--- config.mk ---
export PLATFORM = sky130hd
export DESIGN_NAME = vai_rx_demux
export DESIGN_NICKNAME = d
export VERILOG_FILES = /design/src/rtl/vai_rx_demux.sv
export SDC_FILE = /design/constraint.sdc
export NUM_CORES = 1
export LEC_CHECK = 0
export CORE_AREA = 2 2 483 485
export DETAILED_ROUTE_END_ITERATION = 8
export DIE_AREA = 0 0 485 487
export PLACE_DENSITY = 0.3
export SLEW_MARGIN = 40
export SYNTH_ARGS = -nofsm -noshare
export SYNTH_HDL_FRONTEND = slang
export SYNTH_SLANG_ARGS = --single-unit
--- constraint.sdc ---
create_clock -name i_pclk -period 1.7 [get_ports i_pclk]
set_input_delay 0.17 -clock i_pclk [delete_from_list [all_inputs] [get_ports i_pclk]]
set_output_delay 0.17 -clock i_pclk [all_outputs]
set_load 0.005 [all_outputs]
--- src/rtl/vai_rx_demux.sv ---
// vai_rx_demux: registered CCI-P Rx demux; memory responses steered by the mdata AFU tag, MMIO by address window.
// c0 header is the 28-bit CCI-P union: mdata = hdr[15:0] for responses, MMIO address = hdr[27:12].
module vai_rx_demux #(
  parameter int NUM_SUB_AFUS  = 8,
  parameter int TAG_LSB       = 12,
  parameter int TAG_W         = 4,
  parameter int MMIO_WIN_BITS = 12,
  parameter int DATA_W        = 512
) (
  input  logic                    i_pclk,
  input  logic                    i_soft_reset_n,
  input  logic                    i_c0_rsp_valid,
  input  logic                    i_c0_mmio_rd_valid,
  input  logic                    i_c0_mmio_wr_valid,
  input  logic [27:0]             i_c0_hdr,
  input  logic [DATA_W-1:0]       i_c0_data,
  input  logic                    i_c1_rsp_valid,
  input  logic [27:0]             i_c1_hdr,
  input  logic                    i_c0_tx_alm_full,
  input  logic                    i_c1_tx_alm_full,
  output logic [NUM_SUB_AFUS-1:0] o_afu_c0_rsp_valid,
  output logic [NUM_SUB_AFUS-1:0] o_afu_c0_mmio_rd_valid,
  output logic [NUM_SUB_AFUS-1:0] o_afu_c0_mmio_wr_valid,
  output logic [NUM_SUB_AFUS-1:0] o_afu_c1_rsp_valid,
  output logic [27:0]             o_afu_c0_hdr,
  output logic                    o_mgr_c0_rsp_valid,
  output logic                    o_mgr_c0_mmio_rd_valid,
  output logic                    o_mgr_c0_mmio_wr_valid,
  output logic                    o_mgr_c1_rsp_valid,
  output logic [27:0]             o_mgr_c0_hdr,
  output logic [DATA_W-1:0]       o_c0_data,
  output logic [27:0]             o_c1_hdr,
  output logic                    o_c0_tx_alm_full,
  output logic                    o_c1_tx_alm_full,
  output logic [15:0]             o_drop_cnt,
  output logic                    o_tag_err
);
  localparam int WW = 16 - MMIO_WIN_BITS;
  localparam logic [27:0] TAG_MASK = 28'(((1 << TAG_W) - 1) << TAG_LSB);
  localparam logic [27:0] WIN_MASK = 28'(((1 << WW) - 1) << (12 + MMIO_WIN_BITS));
  logic [TAG_W-1:0] w_c0_tag, w_c1_tag;
  logic [WW-1:0] w_win;
  logic w_win_bad, w_mmio_ok, w_c0_drop, w_mmio_drop, w_c1_drop;
  logic [1:0] w_drops;
  logic [16:0] w_sum;
  logic [27:0] w_c0_hdr_tagclr;
  logic [NUM_SUB_AFUS-1:0] w_afu_rsp0, w_afu_rd, w_afu_wr, w_afu_rsp1;
  logic w_mgr_rsp0, w_mgr_rd, w_mgr_wr, w_mgr_rsp1;
  logic [NUM_SUB_AFUS-1:0] r_afu_rsp0, r_afu_rd, r_afu_wr, r_afu_rsp1;
  logic r_mgr_rsp0, r_mgr_rd, r_mgr_wr, r_mgr_rsp1;
  logic [27:0] r_afu_hdr0, r_mgr_hdr0, r_hdr1;
  logic [DATA_W-1:0] r_data0;
  logic r_c0_alm, r_c1_alm, r_rst_done, r_tag_err;
  logic [15:0] r_drop_cnt;

  assign w_c0_tag = i_c0_hdr[TAG_LSB +: TAG_W];
  assign w_c1_tag = i_c1_hdr[TAG_LSB +: TAG_W];
  assign w_win = i_c0_hdr[27 -: WW];
  assign w_win_bad = w_win > WW'(NUM_SUB_AFUS);
  // A response owns c0 outright; any MMIO valid alongside it is discarded.
  assign w_mmio_ok = !i_c0_rsp_valid;
  assign w_c0_drop = i_c0_rsp_valid && w_c0_tag > TAG_W'(NUM_SUB_AFUS);
  assign w_c1_drop = i_c1_rsp_valid && w_c1_tag > TAG_W'(NUM_SUB_AFUS);
  assign w_mmio_drop = (i_c0_mmio_rd_valid || i_c0_mmio_wr_valid) &&
                       (i_c0_rsp_valid || (i_c0_mmio_wr_valid && w_win_bad));
  assign w_drops = {1'b0, w_c0_drop} + {1'b0, w_mmio_drop} + {1'b0, w_c1_drop};
  assign w_sum = {1'b0, r_drop_cnt} + {15'b0, w_drops};
  assign w_c0_hdr_tagclr = i_c0_hdr & ~TAG_MASK;
  assign w_mgr_rsp0 = i_c0_rsp_valid && w_c0_tag == TAG_W'(NUM_SUB_AFUS);
  assign w_mgr_rsp1 = i_c1_rsp_valid && w_c1_tag == TAG_W'(NUM_SUB_AFUS);
  // Out-of-range reads still go to the manager so the host always gets a completion.
  assign w_mgr_rd = w_mmio_ok && i_c0_mmio_rd_valid && (w_win == '0 || w_win_bad);
  assign w_mgr_wr = w_mmio_ok && i_c0_mmio_wr_valid && w_win == '0;

  always_comb begin
    w_afu_rsp0 = '0;
    w_afu_rd = '0;
    w_afu_wr = '0;
    w_afu_rsp1 = '0;
    for (int i = 0; i < NUM_SUB_AFUS; i++) begin
      w_afu_rsp0[i] = i_c0_rsp_valid && w_c0_tag == TAG_W'(i);
      w_afu_rd[i] = w_mmio_ok && i_c0_mmio_rd_valid && w_win == WW'(i + 1);
      w_afu_wr[i] = w_mmio_ok && i_c0_mmio_wr_valid && w_win == WW'(i + 1);
      w_afu_rsp1[i] = i_c1_rsp_valid && w_c1_tag == TAG_W'(i);
    end
  end

  always_ff @(posedge i_pclk or negedge i_soft_reset_n) begin
    if (!i_soft_reset_n) begin
      {r_afu_rsp0, r_afu_rd, r_afu_wr, r_afu_rsp1} <= '0;
      {r_mgr_rsp0, r_mgr_rd, r_mgr_wr, r_mgr_rsp1} <= '0;
      {r_c0_alm, r_c1_alm} <= 2'b11;
      r_rst_done <= 1'b0;
      r_drop_cnt <= '0;
      r_tag_err <= 1'b0;
    end else begin
      {r_afu_rsp0, r_afu_rd, r_afu_wr, r_afu_rsp1} <= {w_afu_rsp0, w_afu_rd, w_afu_wr, w_afu_rsp1};
      {r_mgr_rsp0, r_mgr_rd, r_mgr_wr, r_mgr_rsp1} <= {w_mgr_rsp0, w_mgr_rd, w_mgr_wr, w_mgr_rsp1};
      // Tx stays blocked for one extra edge after reset release.
      r_rst_done <= 1'b1;
      r_c0_alm <= r_rst_done ? i_c0_tx_alm_full : 1'b1;
      r_c1_alm <= r_rst_done ? i_c1_tx_alm_full : 1'b1;
      r_drop_cnt <= w_sum[16] ? 16'hFFFF : w_sum[15:0];
      r_tag_err <= r_tag_err || w_drops != 2'd0;
    end
  end

  always_ff @(posedge i_pclk) begin
    r_afu_hdr0 <= i_c0_rsp_valid ? w_c0_hdr_tagclr : i_c0_hdr & ~WIN_MASK;
    r_mgr_hdr0 <= i_c0_rsp_valid ? w_c0_hdr_tagclr : i_c0_hdr;
    r_hdr1 <= i_c1_hdr & ~TAG_MASK;
    r_data0 <= i_c0_data;
  end

  assign o_afu_c0_rsp_valid = r_afu_rsp0;
  assign o_afu_c0_mmio_rd_valid = r_afu_rd;
  assign o_afu_c0_mmio_wr_valid = r_afu_wr;
  assign o_afu_c1_rsp_valid = r_afu_rsp1;
  assign o_afu_c0_hdr = r_afu_hdr0;
  assign o_mgr_c0_rsp_valid = r_mgr_rsp0;
  assign o_mgr_c0_mmio_rd_valid = r_mgr_rd;
  assign o_mgr_c0_mmio_wr_valid = r_mgr_wr;
  assign o_mgr_c1_rsp_valid = r_mgr_rsp1;
  assign o_mgr_c0_hdr = r_mgr_hdr0;
  assign o_c0_data = r_data0;
  assign o_c1_hdr = r_hdr1;
  assign o_c0_tx_alm_full = r_c0_alm;
  assign o_c1_tx_alm_full = r_c1_alm;
  assign o_drop_cnt = r_drop_cnt;
  assign o_tag_err = r_tag_err;
endmodule
==> results_tabular.tex, run 1 <==
\begin{tabular}{lr}
\hline
Metric & Value \\
\hline
\multicolumn{2}{l}{\textbf{Timing}} \\
Fin crit share & 114\% \\
Max Fclk & 0.515 GHz \\
Worst clock skew & 0.0132 ns \\
Final hold viol count & 0 \\
Final number of setup-violating endpoints & 16 \\
Final Max Slew Viols & 0 \\
Least-Margin Pin Slew & approximately 0.57 ns \\
Relative slew slack & just over 60\% \\
Final critical-path setup slack & -0.240 ns \\
Setup repair after global routing missed its margin & yes \\
Final Critical Period & between 1.5 and 2 ns \\
\multicolumn{2}{l}{\textbf{Drt}} \\
Vias per std cell & 2.46 \\
Detail-routed net length per standard cell & 26.7 microns \\
Vias & 14400 \\
Detailed router's first-iteration violation count & $\sim$370 \\
Count of nets left with antenna violations after detail routing & 0 \\
Number of detailed-route iterations in the first pass & 4 \\
Total detailed-routing wirelength & 157000 microns \\
Residual DRC count & 0 \\
\multicolumn{2}{l}{\textbf{Power}} \\
Worst vdd rail ir drop & $\sim$0.74 mV \\
Cell area power density & 1070 mW/mm\^{}2 \\
Leakage power & between 0.015 and 0.02 uW \\
\multicolumn{2}{l}{\textbf{Global route}} \\
Total GRT Usage & 12.9\% \\
Initial antenna violation count & 199 \\
Largest net degree at the start of global routing & 46 \\
GR Overflow Total & 0 \\
Wire length of the first global-routing pass & 188000 microns \\
Number of global-route vias before repair & 15500 \\
\multicolumn{2}{l}{\textbf{Yosys}} \\
Flops \& latches, synth & 624 \\
Cell types with the highest counts after synthesis & 568 x sky130\_fd\_sc\_hd\_\_dfxtp\_1, 54 x sky130\_fd\_sc\_hd\_\_dfrtp\_1, 31 x sky130\_fd\_sc\_hd\_\_nor2\_1, 28 x sky130\_fd\_sc\_hd\_\_buf\_4, 23 x sky130\_fd\_sc\_hd\_\_nand2\_1 \\
Average size of a mapped cell & $\sim$17 sq um \\
Most used DFF post-synth & sky130\_fd\_sc\_hd\_\_dfxtp\_1 \\
Yosys warns & 0 \\
Number of instances in the synthesized netlist & 795 \\
Synth unique cells & 35 \\
Post-Syn Area & 0.0138 sq mm \\
Fraction of registers with async set or reset after synthesis & approximately 9\% \\
Number of enable flip-flop cells after synthesis & 0 \\
Top cell type by total area after synthesis & sky130\_fd\_sc\_hd\_\_dfxtp\_1 \\
Top-count cell post-synth & sky130\_fd\_sc\_hd\_\_dfxtp\_1 \\
Share of Yosys cell area claimed by the top area cell type & 82.2\% \\
Ranking of synthesized cells by area & sky130\_fd\_sc\_hd\_\_dfxtp\_1 82\%, sky130\_fd\_sc\_hd\_\_dfrtp\_1 9.8\%, sky130\_fd\_sc\_hd\_\_buf\_4 1.5\%, sky130\_fd\_sc\_hd\_\_nor2\_1 0.84\%, sky130\_fd\_sc\_hd\_\_nand2\_1 0.62\% \\
Post-synthesis sequential area ratio & 92.4\% \\
\multicolumn{2}{l}{\textbf{Floorplanning}} \\
Cell Rows & 177 \\
Die height & 487 microns \\
Overall die area & 0.236 sq mm \\
Placeable core region & 0.231 sq mm \\
I/O pin total & 1227 \\
Starting density of the core & 5.98\% \\
Width of the die & 485 microns \\
\multicolumn{2}{l}{\textbf{Setup path}} \\
Class of the most critical setup path & in2reg \\
CP Cell Sequence & dlygate4sd2\_1 > nor3\_4 > nor2\_4 > fa\_1 > ha\_4 > fa\_2 > and4\_4 > nand4\_1 > nor2\_1 > mux2\_4 \\
Critical register-to-register path startpoint & o\_drop\_cnt[0]\$\_DFF\_PN0\_ \\
Highest fanout seen on the critical path & 3 \\
Worst path max stage delay & approximately 0.56 ns \\
Crit end category & flip-flop \\
Arrival time at the worst endpoint & 2.54 ns \\
Launching element of the worst setup path & i\_c1\_hdr[13] \\
Required time reported for the critical path endpoint & 2.30 ns \\
Master of the slowest instance on the critical path & sky130\_fd\_sc\_hd\_\_fa\_1 \\
R2R Setup Slk & -0.14 ns \\
Depth of the worst register-to-register path & 7 \\
Startpoint kind of the worst setup timing path & input pin \\
R2r endpoint & o\_drop\_cnt[14]\$\_DFF\_PN0\_ \\
\multicolumn{2}{l}{\textbf{Min path}} \\
Worst Min Path Start & i\_c0\_mmio\_rd\_valid \\
HP Class & in2reg \\
End point of the most critical hold path & o\_mgr\_c0\_mmio\_rd\_valid\$\_DFF\_PN0\_ \\
Number of cells on the worst hold path & 4 \\
\multicolumn{2}{l}{\textbf{Clock tree}} \\
Clock transition at the register clock pins on the worst setup and hold paths after CTS & around 0.050 ns \\
Inserted Clock Buffers & 91 \\
Clock tree from TritonCTS & built \\
Worst-case clock buffer depth & 3 \\
Clock sinks & between 600 and 700 \\
Root buf cell & sky130\_fd\_sc\_hd\_\_clkbuf\_16 \\
Clock insertion delay at the later pin of the skew report & 0.72 ns \\
H-Tree Level Count & 3 \\
\multicolumn{2}{l}{\textbf{Final layout}} \\
Final design utilization & 16.8\% \\
Post-route design area & a little under 0.04 sq mm \\
Fill cell count & 25700 \\
Layout cells sized above 1 & 16.0\% \\
Area added between synthesis and finish & 181\% \\
Layout net count & roughly 3300 \\
Number of non-filler instances in the completed layout & 5878 \\
\multicolumn{2}{l}{\textbf{Placed design}} \\
Port Buffer Count & around 1200 \\
RePlAce Congestion & $\sim$0.85 \\
\# placed instances & between 5000 and 6000 \\
Post-DP HPWL & 139000 microns \\
Placement-stage cell area & 0.0300 sq mm \\
\multicolumn{2}{l}{\textbf{Flow run}} \\
Number of maximum-capacitance constraint violations & 0 \\
\multicolumn{2}{l}{\textbf{Status}} \\
Violated checks & setup timing \\
Outcome & finished, violations left \\
\hline
\end{tabular}
==> stage by stage <==
step | setup WS, ns | power (uW) | hold slack (ns) | TNS (ns)
4_1_cts | -0.128 | 42800 | 0.000724 | -0.814
3_5_place_dp | -1.60 | 20800 | 0.0882 | -26.35
5_1_grt | -0.307 | 43600 | 0.0442 | -3.34
3_3_place_gp | -1.59 | 20800 | 0.0843 | -25.82
2_1_floorplan | -0.649 | 16600 | -0.126 | -8.10
6_report | -0.240 | 41500 | 0.0319 | -2.39
==> worst max-delay path by stage <==
stage                                     to  slack, ns  cells past startpoint
detailed placement  o_drop_cnt[12]$_DFF_PN0_      -1.60                     10
floorplan           o_drop_cnt[12]$_DFF_PN0_      -0.65                      9
global route        o_drop_cnt[12]$_DFF_PN0_      -0.31                     10
CTS                 o_drop_cnt[10]$_DFF_PN0_      -0.13                      9
finish              o_drop_cnt[14]$_DFF_PN0_      -0.24                     10
global placement    o_drop_cnt[10]$_DFF_PN0_      -1.59                     11
==> final cells by class <==
| type | count | area, sq um | share of cell area [%] |
|---|---|---|---|
| Antenna cell | 47 | 118 | 0.303 |
| Clock buffer | 131 | 2620 | 6.74 |
| Clock inverter | 35 | 500 | 1.29 |
| Multi-Input combinational cell | 145 | 982 | 2.53 |
| Sequential cell | 624 | 12800 | 33.0 |
| Tap cell | 3043 | 3810 | 9.80 |
| Timing Repair Buffer | 1853 | 18000 | 46.4 |
==> registers in the layout, summed over array words and instances (netlist names) <==
signal and cells:
o_afu_c1_rsp_valid 8, o_drop_cnt 16, r_rst_done 1, o_c0_data 512
o_mgr_c0_hdr 9, o_tag_err 1, o_mgr_c1_rsp_valid 1, o_c0_tx_alm_full 1
o_afu_c0_mmio_rd_valid 8, o_c1_tx_alm_full 1, o_afu_c0_hdr 23, o_afu_c0_mmio_wr_valid 8
o_afu_c0_rsp_valid 8, o_mgr_c0_mmio_rd_valid 1, o_mgr_c0_mmio_wr_valid 1, o_mgr_c0_rsp_valid 1
o_c1_hdr 24
==> critical path: cells and delay by family <==
| family | cells | cell delay [ns] |
|---|---|---|
| fa+ha+maj | 3 | 0.95 |
| simple gates | 5 | 0.82 |
| mux | 1 | 0.31 |
| buf+inv | 1 | 0.29 |
==> metal layers <==
metal  vias up  track usage (%)  wire length, microns
met3       413             9.05                 24400
met2      1044             21.6                 73200
met4        68             3.79                  5580
li1       6437                -                     -
met5         -                0                   438
met1      6485             12.7                 53400
==> report_power, final <==
group / internal, uW / leakage (uW) / switching (uW)
Clock: 12100 / 0.00151 / 7990
Sequential: 15500 / 0.00554 / 280
Combinational: 3270 / 0.00873 / 2390
==> cells in the final DEF (no fill, tap or decap), types with 7 or more instances in the layout <==
cell type / instances
sky130_fd_sc_hd__dfxtp_2: 19
sky130_fd_sc_hd__nand2b_1: 9
sky130_fd_sc_hd__clkdlybuf4s15_2: 150
sky130_fd_sc_hd__bufinv_16: 9
sky130_fd_sc_hd__buf_6: 7
sky130_fd_sc_hd__clkbuf_2: 9
sky130_fd_sc_hd__clkbuf_16: 92
sky130_fd_sc_hd__dlygate4sd2_1: 416
sky130_fd_sc_hd__nor2b_1: 8
sky130_fd_sc_hd__dfxtp_1: 547
sky130_fd_sc_hd__nand2_2: 9
sky130_fd_sc_hd__buf_2: 13
sky130_fd_sc_hd__clkbuf_1: 22
sky130_fd_sc_hd__dfrtp_1: 50
sky130_fd_sc_hd__clkbuf_8: 17
sky130_fd_sc_hd__clkdlybuf4s50_1: 558
sky130_fd_sc_hd__nand2_1: 14
sky130_fd_sc_hd__dlygate4sd3_1: 578
sky130_fd_sc_hd__clkinvlp_4: 7
sky130_fd_sc_hd__clkinv_2: 9
sky130_fd_sc_hd__diode_2: 47
sky130_fd_sc_hd__nor2_1: 28
sky130_fd_sc_hd__buf_4: 54
sky130_fd_sc_hd__clkdlybuf4s15_1: 62
sky130_fd_sc_hd__nor3_1: 8
==> timing repair <==
item                                    in CTS  in global routing
pin swaps                                   13                  8
endpoints found under the setup margin     654                 30
hold endpoints to repair                   660                  0
gates cloned                                 1                  0
hold buffers                               578                  0
setup buffers                               23                  0
resized for setup                         1129                 25
==> logic make-up (layout without fill, tap and decap cells) <==
| kind of cell | after synthesis | count (layout) | synth area share, % |
|---|---|---|---|
| AO/OA/AOI/OAI | 10 | 10 | 0.452 |
| XOR/XNOR | 7 | 7 | 0.443 |
| adder cells (fa/ha/maj) | 4 | 4 | 0.470 |
| buffers and inverters | 30 | 2019 | 1.63 |
| flip-flops | 624 | 624 | 92.4 |
| multiplexers | 4 | 4 | 0.326 |
| other | 2 | 52 | 0.0543 |
| AND/OR/NAND/NOR | 114 | 115 | 4.24 |
(Power assumes the default switching activity.)
==> inputs of run 2 (changes only) <==
--- a/config.mk
+++ b/config.mk
@@ -5,6 +5,7 @@
 export SDC_FILE = /design/constraint.sdc
 export NUM_CORES = 1
 export LEC_CHECK = 0
+export ABC_CLOCK_PERIOD_IN_PS = 1700
 export CORE_AREA = 2 2 483 485
 export DETAILED_ROUTE_END_ITERATION = 8
 export DIE_AREA = 0 0 485 487
==> results of run 2 <==
The final DEF is identical to that of run 1; final timing and power are the same.
